<file path="config.mk">
export PLATFORM = sky130hd
export DESIGN_NAME = branch_resolver
export DESIGN_NICKNAME = d
export VERILOG_FILES = /design/src/rtl/branch_pkg.sv /design/src/rtl/branch_cond_eval.sv /design/src/rtl/branch_resolver.sv
export SDC_FILE = /design/constraint.sdc
export NUM_CORES = 1
export LEC_CHECK = 0
export CORE_MARGIN = 1
export CORE_UTILIZATION = 25
export CTS_CLUSTER_DIAMETER = 40
export CTS_CLUSTER_SIZE = 8
export DETAILED_ROUTE_END_ITERATION = 10
export DONT_BUFFER_PORTS = 1
export RECOVER_POWER = 100
export SLEW_MARGIN = 40
export SYNTH_ARGS = -nofsm -noshare
export SYNTH_HDL_FRONTEND = slang
export SYNTH_SLANG_ARGS = --single-unit
</file>
<file path="constraint.sdc">
create_clock -name CLK -period 1.5 [get_ports CLK]
set_input_delay 0.3 -clock CLK [delete_from_list [all_inputs] [get_ports CLK]]
set_output_delay 0.3 -clock CLK [all_outputs]
set_load 0.05 [all_outputs]
</file>
<file path="src/rtl/branch_pkg.sv">
`default_nettype none
// ============================================================================
// Module   : branch_pkg
// Purpose  : Shared types and constants for the branch resolver slice.
// Revision : 1.0  initial release
// ============================================================================
package branch_pkg;

    localparam int FLUSH_CNT_W = 4;

    typedef enum logic [2:0] {
        COND_AL = 3'b000,
        COND_EQ = 3'b001,
        COND_NE = 3'b010,
        COND_CS = 3'b011,
        COND_CC = 3'b100,
        COND_MI = 3'b101,
        COND_PL = 3'b110,
        COND_NV = 3'b111
    } br_cond_e;

    typedef enum logic [1:0] {
        ST_IDLE  = 2'd0,
        ST_EVAL  = 2'd1,
        ST_FLUSH = 2'd2
    } br_state_e;

endpackage
`default_nettype wire

</file>
<file path="src/rtl/branch_cond_eval.sv">
`default_nettype none
// ============================================================================
// Module   : branch_cond_eval
// Purpose  : Combinational condition-code evaluation against Z/C/S flags.
// Revision : 1.0  initial release
// ============================================================================
module branch_cond_eval
    import branch_pkg::*;
(
    input  logic [2:0] i_cond,
    input  logic       i_zero,
    input  logic       i_carry,
    input  logic       i_sign,
    output logic       o_taken
);

    always_comb begin
        o_taken = 1'b0;
        case (br_cond_e'(i_cond))
            COND_AL: o_taken = 1'b1;
            COND_EQ: o_taken = i_zero;
            COND_NE: o_taken = ~i_zero;
            COND_CS: o_taken = i_carry;
            COND_CC: o_taken = ~i_carry;
            COND_MI: o_taken = i_sign;
            COND_PL: o_taken = ~i_sign;
            COND_NV: o_taken = 1'b0;
            default: o_taken = 1'b0;
        endcase
    end

endmodule
`default_nettype wire

</file>
<file path="src/rtl/branch_resolver.sv">
`default_nettype none
// ============================================================================
// Module   : branch_resolver
// Purpose  : Resolves conditional branches on registered ALU flags, issues a
//            redirect to fetch and a multi-cycle flush on taken branches.
//            Optional taken/not-taken counters: define BRANCH_STATS_EN.
// Revision : 1.0  initial release
// ============================================================================
module branch_resolver
    import branch_pkg::*;
#(
    parameter int PC_W         = 32,
    parameter int FLUSH_CYCLES = 2
)
(
    input  logic            CLK,
    input  logic            reset,
    input  logic            FLAG_ZERO,
    input  logic            FLAG_CARRY,
    input  logic            FLAG_SIGN,
    input  logic            FLAG_WR_PEND,
    input  logic            BR_VALID,
    output logic            BR_READY,
    input  logic [2:0]      BR_COND,
    input  logic [PC_W-1:0] BR_TARGET,
    output logic            BR_DONE,
    output logic            BR_TAKEN,
    output logic            REDIRECT_VALID,
    output logic [PC_W-1:0] REDIRECT_PC,
    output logic            FLUSH,
    output logic            STALL
`ifdef BRANCH_STATS_EN
    ,
    output logic [15:0]     TAKEN_CNT,
    output logic [15:0]     NTAKEN_CNT
`endif
);

    localparam logic [FLUSH_CNT_W-1:0] c_FLUSH_LOAD = FLUSH_CNT_W'(FLUSH_CYCLES - 1);

    br_state_e              r_state;
    br_state_e              w_next_state;
    logic [2:0]             r_cond;
    logic [PC_W-1:0]        r_target;
    logic [FLUSH_CNT_W-1:0] r_flush_cnt;
    logic                   w_taken;
    logic                   w_resolve;
    logic                   r_br_done;
    logic                   r_br_taken;
    logic                   r_redirect_valid;
    logic [PC_W-1:0]        r_redirect_pc;

    branch_cond_eval u_cond_eval (
        .i_cond  (r_cond),
        .i_zero  (FLAG_ZERO),
        .i_carry (FLAG_CARRY),
        .i_sign  (FLAG_SIGN),
        .o_taken (w_taken)
    );

    // Flags are only trusted once no flag-writing ALU op is outstanding.
    assign w_resolve = (r_state == ST_EVAL) && !FLAG_WR_PEND;

    always_ff @(posedge CLK) begin
        if (reset) r_state <= ST_IDLE;
        else       r_state <= w_next_state;
    end

    always_comb begin
        w_next_state = r_state;
        case (r_state)
            ST_IDLE:  if (BR_VALID) w_next_state = ST_EVAL;
            ST_EVAL:  if (w_resolve) w_next_state = w_taken ? ST_FLUSH : ST_IDLE;
            ST_FLUSH: if (r_flush_cnt == '0) w_next_state = ST_IDLE;
            default:  w_next_state = ST_IDLE;
        endcase
    end

    always_comb begin
        BR_READY = (r_state == ST_IDLE) && !reset;
        STALL    = (r_state == ST_EVAL);
        FLUSH    = (r_state == ST_FLUSH);
    end

    always_ff @(posedge CLK) begin
        if (reset) begin
            r_cond      <= '0;
            r_target    <= '0;
            r_flush_cnt <= '0;
        end else begin
            if (r_state == ST_IDLE && BR_VALID) begin
                r_cond   <= BR_COND;
                r_target <= BR_TARGET;
            end
            if (w_resolve && w_taken)
                r_flush_cnt <= c_FLUSH_LOAD;
            else if (r_state == ST_FLUSH && r_flush_cnt != '0)
                r_flush_cnt <= r_flush_cnt - 1'b1;
        end
    end

    // Result outputs live for exactly the cycle after the resolving edge.
    always_ff @(posedge CLK) begin
        if (reset) begin
            r_br_done        <= 1'b0;
            r_br_taken       <= 1'b0;
            r_redirect_valid <= 1'b0;
            r_redirect_pc    <= '0;
        end else begin
            r_br_done        <= w_resolve;
            r_br_taken       <= w_resolve && w_taken;
            r_redirect_valid <= w_resolve && w_taken;
            r_redirect_pc    <= (w_resolve && w_taken) ? r_target : '0;
        end
    end

    assign BR_DONE        = r_br_done;
    assign BR_TAKEN       = r_br_taken;
    assign REDIRECT_VALID = r_redirect_valid;
    assign REDIRECT_PC    = r_redirect_pc;

`ifdef BRANCH_STATS_EN
    logic [15:0] r_taken_cnt;
    logic [15:0] r_ntaken_cnt;

    always_ff @(posedge CLK) begin
        if (reset) begin
            r_taken_cnt  <= '0;
            r_ntaken_cnt <= '0;
        end else if (r_br_done) begin
            if (r_br_taken && r_taken_cnt != 16'hFFFF)
                r_taken_cnt <= r_taken_cnt + 16'd1;
            if (!r_br_taken && r_ntaken_cnt != 16'hFFFF)
                r_ntaken_cnt <= r_ntaken_cnt + 16'd1;
        end
    end

    assign TAKEN_CNT  = r_taken_cnt;
    assign NTAKEN_CNT = r_ntaken_cnt;
`endif

endmodule
`default_nettype wire

</file>
## After elaboration in Yosys (flattened, before gate mapping)

Cells that the tools add are included.

- Input port bits: 42
- Output and inout bits: 38
- Word-level logic and storage cells: 48
- Register bits after elaboration: 75

- Reductions and logical operators: 15
- Muxes and demuxes: 8
- Add/subtract/negate cells: 1
- Bitwise gates (word level): 4
- Eq/ne operators: 12

Operators by type and width:

| cell | number |
|---|---|
| $eq A3 B3 Y1 const B | 4 |
| $mux W2 | 4 |
| $pmux W1 S8 | 1 |
| $eq A3 B2 Y1 const B | 2 |
| $pmux W2 S3 | 1 |
| $logic_and A1 B1 Y1 | 5 |
| $logic_not A4 Y1 | 1 |
| $ne A2 B1 Y1 const B | 2 |
| $not A1 Y1 | 4 |
| $reduce_bool A4 Y1 | 1 |
| $reduce_or A2 Y1 | 2 |
| $sub A4 B1 Y4 const B | 1 |
| $eq A3 B1 Y1 const B | 1 |
| $logic_not A3 Y1 | 1 |
| $reduce_and A3 Y1 | 1 |
| $eq A2 B1 Y1 const B | 1 |
| $eq A2 B2 Y1 const B | 1 |
| $logic_not A1 Y1 | 2 |
| $logic_not A2 Y1 | 1 |
| $mux W1 | 2 |
| $ne A2 B2 Y1 const B | 1 |
| $reduce_bool A2 Y1 | 1 |

## Logic depth before layout (Yosys ltp)

- Word-level depth: 5
- Gate-level depth with buffers: 6

## Hierarchy

A second synthesis with hierarchy kept.

- Cell total of the unflattened synthesis: 235
- Area, all modules: 2549.9 um2

Modules (own cells, without submodules):

| module | cells each | sequential area each (um2) | area an instance (um2) | times used |
|---|---|---|---|---|
| branch_resolver | 226 | 1501.4 | 2497.4 | 1 |
| branch_cond_eval | 9 | 0.0 | 52.6 | 1 |

## Worst setup path before layout

No wires, ideal clock.

- Path type: input port to output port
- Start point: input reset
- End point: output BR_READY
- Buffers on the path: 1
- Setup slack: -0.337 ns
- Required time: 1.200 ns
- Data arrival time: 1.537 ns
- Stages on the path: 2
- Cell sequence: clkbuf_1 nor3_1

- Word-level cells in the longest chain between the ends: 2

RTL lines:

| what | RTL line | source |
|---|---|---|
| start, declared | branch_resolver.sv:17 | `input logic reset,` |
| $logic_not A1 Y1 | branch_resolver.sv:80 | `BR_READY = (r_state == ST_IDLE) && !reset;` |
| $logic_and A1 B1 Y1 | branch_resolver.sv:80 |  |
| end, declared | branch_resolver.sv:23 | `output logic BR_READY,` |

No other way between the ends.

## Worst setup path in the final report

- Start point: register r_state[0]
- End point: output BR_READY

- Word-level cells in the longest chain between the ends: 2

RTL lines:

| what | RTL line | source |
|---|---|---|
| start, declared | branch_resolver.sv:41 | `br_state_e r_state;` |
| start signal, assigned | branch_resolver.sv:66 | `else r_state <= w_next_state;` |
| $logic_not A2 Y1 | branch_resolver.sv:80 |  |
| $logic_and A1 B1 Y1 | branch_resolver.sv:80 |  |

No other way between the ends.

==> run_results.csv <==
group,metric,value,unit
synth,syn_area_per_cell,9.34,um2
critical_path,cp-start-kind,"register",
global_routing,grt_pass1_wl,7930,um
floorplanning,start_util,25.6,%
routing,wl_per_cell,14.8,um
critical_path,rrSetupSlack,0.06,ns
clock_network,cts_tree,"yes",
power,leakage,1.14,nW
synth,ys_top_cells_by_count,"dfxtp_1, nand2_1, a21oi_1",
power,ir_drop,0.487,mV
global_routing,antenna_found_initial,1,
synth,synthTopCellsByArea,"dfxtp_1, nand2_1, and2_1, a21oi_1, buf_6",
finish,nets,321,
routing,vias_per_cell,4.35,
finish,synthToLayoutAreaGrowth,22.9,%
synth,ys_seq_area_share,60.2,%
critical_path,timing.rr.start,"r_cond[0]",
critical_path,required,1.20,ns
synth,synth-seq-cells,75,
place,io_buffers,0,
synth,synthCells,267,
sta,slew_headroom,63.5,%
global_routing,grt_max_degree,37,
synth,synth_flop_cell,"dfxtp_1",
sta,clock.fmax,687,MHz
synth,synth_warnings,0,
global_routing,grt_use_met2,16.6,%
synth,synth_top_area_share,60.2,%
critical_path,endpoint_kind,"output port",
routing,wirelength,6170,um
floorplanning,dieArea,10400,um2
routing,dr.pass1.iters,4,
place,gp_congestion,0.692,
power,power.density,1390,nW/um2
sta,maxSlewViolCount,0,
clock_network,htreeDepth,3,
routing,drc,0,
synth,yosysTopAreaCell,"dfxtp_1",
floorplanning,std_cell_rows,36,
synth,synth-edff-count,0,
synth,synth_cell_types,31,
synth,netlist_area,2490,um2
floorplanning,pin_count,80,
clock_network,clkTransAtPathRegs,0.08,ns
min_path,hp-class,"in2reg",
routing,drt_iter0_markers,50,
global_routing,met3_usage,4.79,%
floorplanning,core_region_area,9730,um2
sta,min_period_over_period,97.0,%
global_routing,grt_pass1_vias,1580,
place,dp_hpwl,3290,um
sta,setup_tns,0,ns
global_routing,track_usage,10.3,%
min_path,hold_depth,1,
global_routing,grt_overflow,0,
floorplanning,die_w,102,um
finish,stdcell_area,3060,um2
finish,post-route-util,31.5,%
clock_network,clockRootBuffer,"clkbuf_8",
global_routing,grtUsageMet1,11.8,%
min_path,min-delay-start,"reset",
global_routing,grt-busiest-layer,"met2",
critical_path,critPathArrivalTime,1.16,ns
sta,fin_skew,0.00731,ns
flow_run,maxCapViolations,0,
routing,detailroute.via_count,1808,
synth,syn_nets,310,
clock_network,clock_latency,0.34,ns
critical_path,timing.rr.end,"REDIRECT_PC[7]",
place,place_area,2660,um2
min_path,whs_endpoint,"r_target[30]",
sta,max_slew.worst_pin.slew,0.547,ns
floorplanning,die_h,102,um
critical_path,path_max_fanout,4,
critical_path,crit_type,"reg2out",
critical_path,r2r_cells,4,
clock_network,cts_sinks,75,
finish,n_antenna_cell,0,
routing,ant_nets,0,
sta,hold_viol,0,
synth,async_flop_share,0,%
clock_network,clockBufferDepth,2,
outcome,status,"finished clean",
sta,layout_min_cycle_time,1.46,ns
finish,drive_gt1_share,15.5,%
clock_network,numCtsBuffers,9,
sta,finalSetupViolCount,0,
## cell families after synthesis
kind of cell	synth area share, %
AOI/OAI and AO/OA	9.58
adders and majority gates	0.502
xor gates and xnor gates	0.351
and+or+nand+nor	24.9
buffers and inverters	4.06
DFF	60.2
muxes	0.401
## worst max-delay path: stages (launching register included)
cell,delay [ns]
dfxtp_2,0.33
buf_6,0.11
nor3_2,0.19
buf_6,0.19
## layer usage
layer / part of all wire [%] / wire, um / up-vias
li1: - / - / 897
met1: 44 / 2720 / 829
met2: 46 / 2850 / 74
met3: 8.5 / 522 / 8
met4: 1.1 / 68 / 0
met5: 0 / 0 / -
## cell type report
cell class | count | area, um2
Fill cell | 1063 | 6670
Tap cell | 133 | 166
Clock buffer | 10 | 128
Multi-Input combinational cell | 178 | 1010
Timing Repair Buffer | 11 | 125
Clock inverter | 6 | 114
Inverter | 3 | 13.8
Sequential cell | 75 | 1510
## how the worst max path moves through the flow
| stage | from | endpoint | slack [ns] | depth (start not counted) |
|---|---|---|---|---|
| floorplan | r_state[0] | r_state[0] | 0.06 | 3 |
| global placement | r_cond[2] | REDIRECT_PC[31] | 0.03 | 4 |
| detailed placement | r_cond[2] | REDIRECT_PC[7] | -0.01 | 4 |
| CTS | r_state[0] | BR_READY | 0.0006 | 3 |
| global route | r_cond[0] | REDIRECT_PC[29] | -0.0006 | 4 |
| finish | r_state[0] | BR_READY | 0.04 | 3 |
## sequential cells by signal (all words and copies together) (netlist names)
register and count:
r_target 32, r_flush_cnt 4, r_state 2, BR_DONE 1, REDIRECT_VALID 1, REDIRECT_PC 32
r_cond 3
## cell usage in the layout (no fill, tap or decap), drive strengths merged, types with 2 or more instances in the layout
cell and count:
a41oi 2, inv 3, and4 5, nand2 75, clkinvlp 2, nor2 5, a21oi 37, clkbuf 11
buf 8, nor2b 4, and2 33, dfxtp 75, dlygate4sd3 2, bufinv 3
## timing repair
action,4_1_cts,5_1_grt
hold buffers,1,1
hold endpoints to repair,9,3
resized for setup,8,18
cloned,0,4
buffers inserted,1,0
setup endpoints to repair,35,38
pin swaps,2,2
## power breakdown
group	switching, mW	internal (mW)	leakage [nW]
clock network	0.732	1.11	0.113
logic	0.179	0.120	0.418
registers	0.0658	2.07	0.612
## metrics by stage
step           power, mW  setup WS, ns  std cells  hold slack, ns
2_1_floorplan       2.37        0.0587        267           0.430
3_3_place_gp        2.42        0.0285        393           0.372
3_5_place_dp        2.43       -0.0109        393           0.375
4_1_cts             4.30      0.000603        411         0.00136
5_1_grt             4.44     -0.000641        416       -0.000462
6_report            4.27        0.0443        416          0.0273
(Power assumes the default switching activity.)
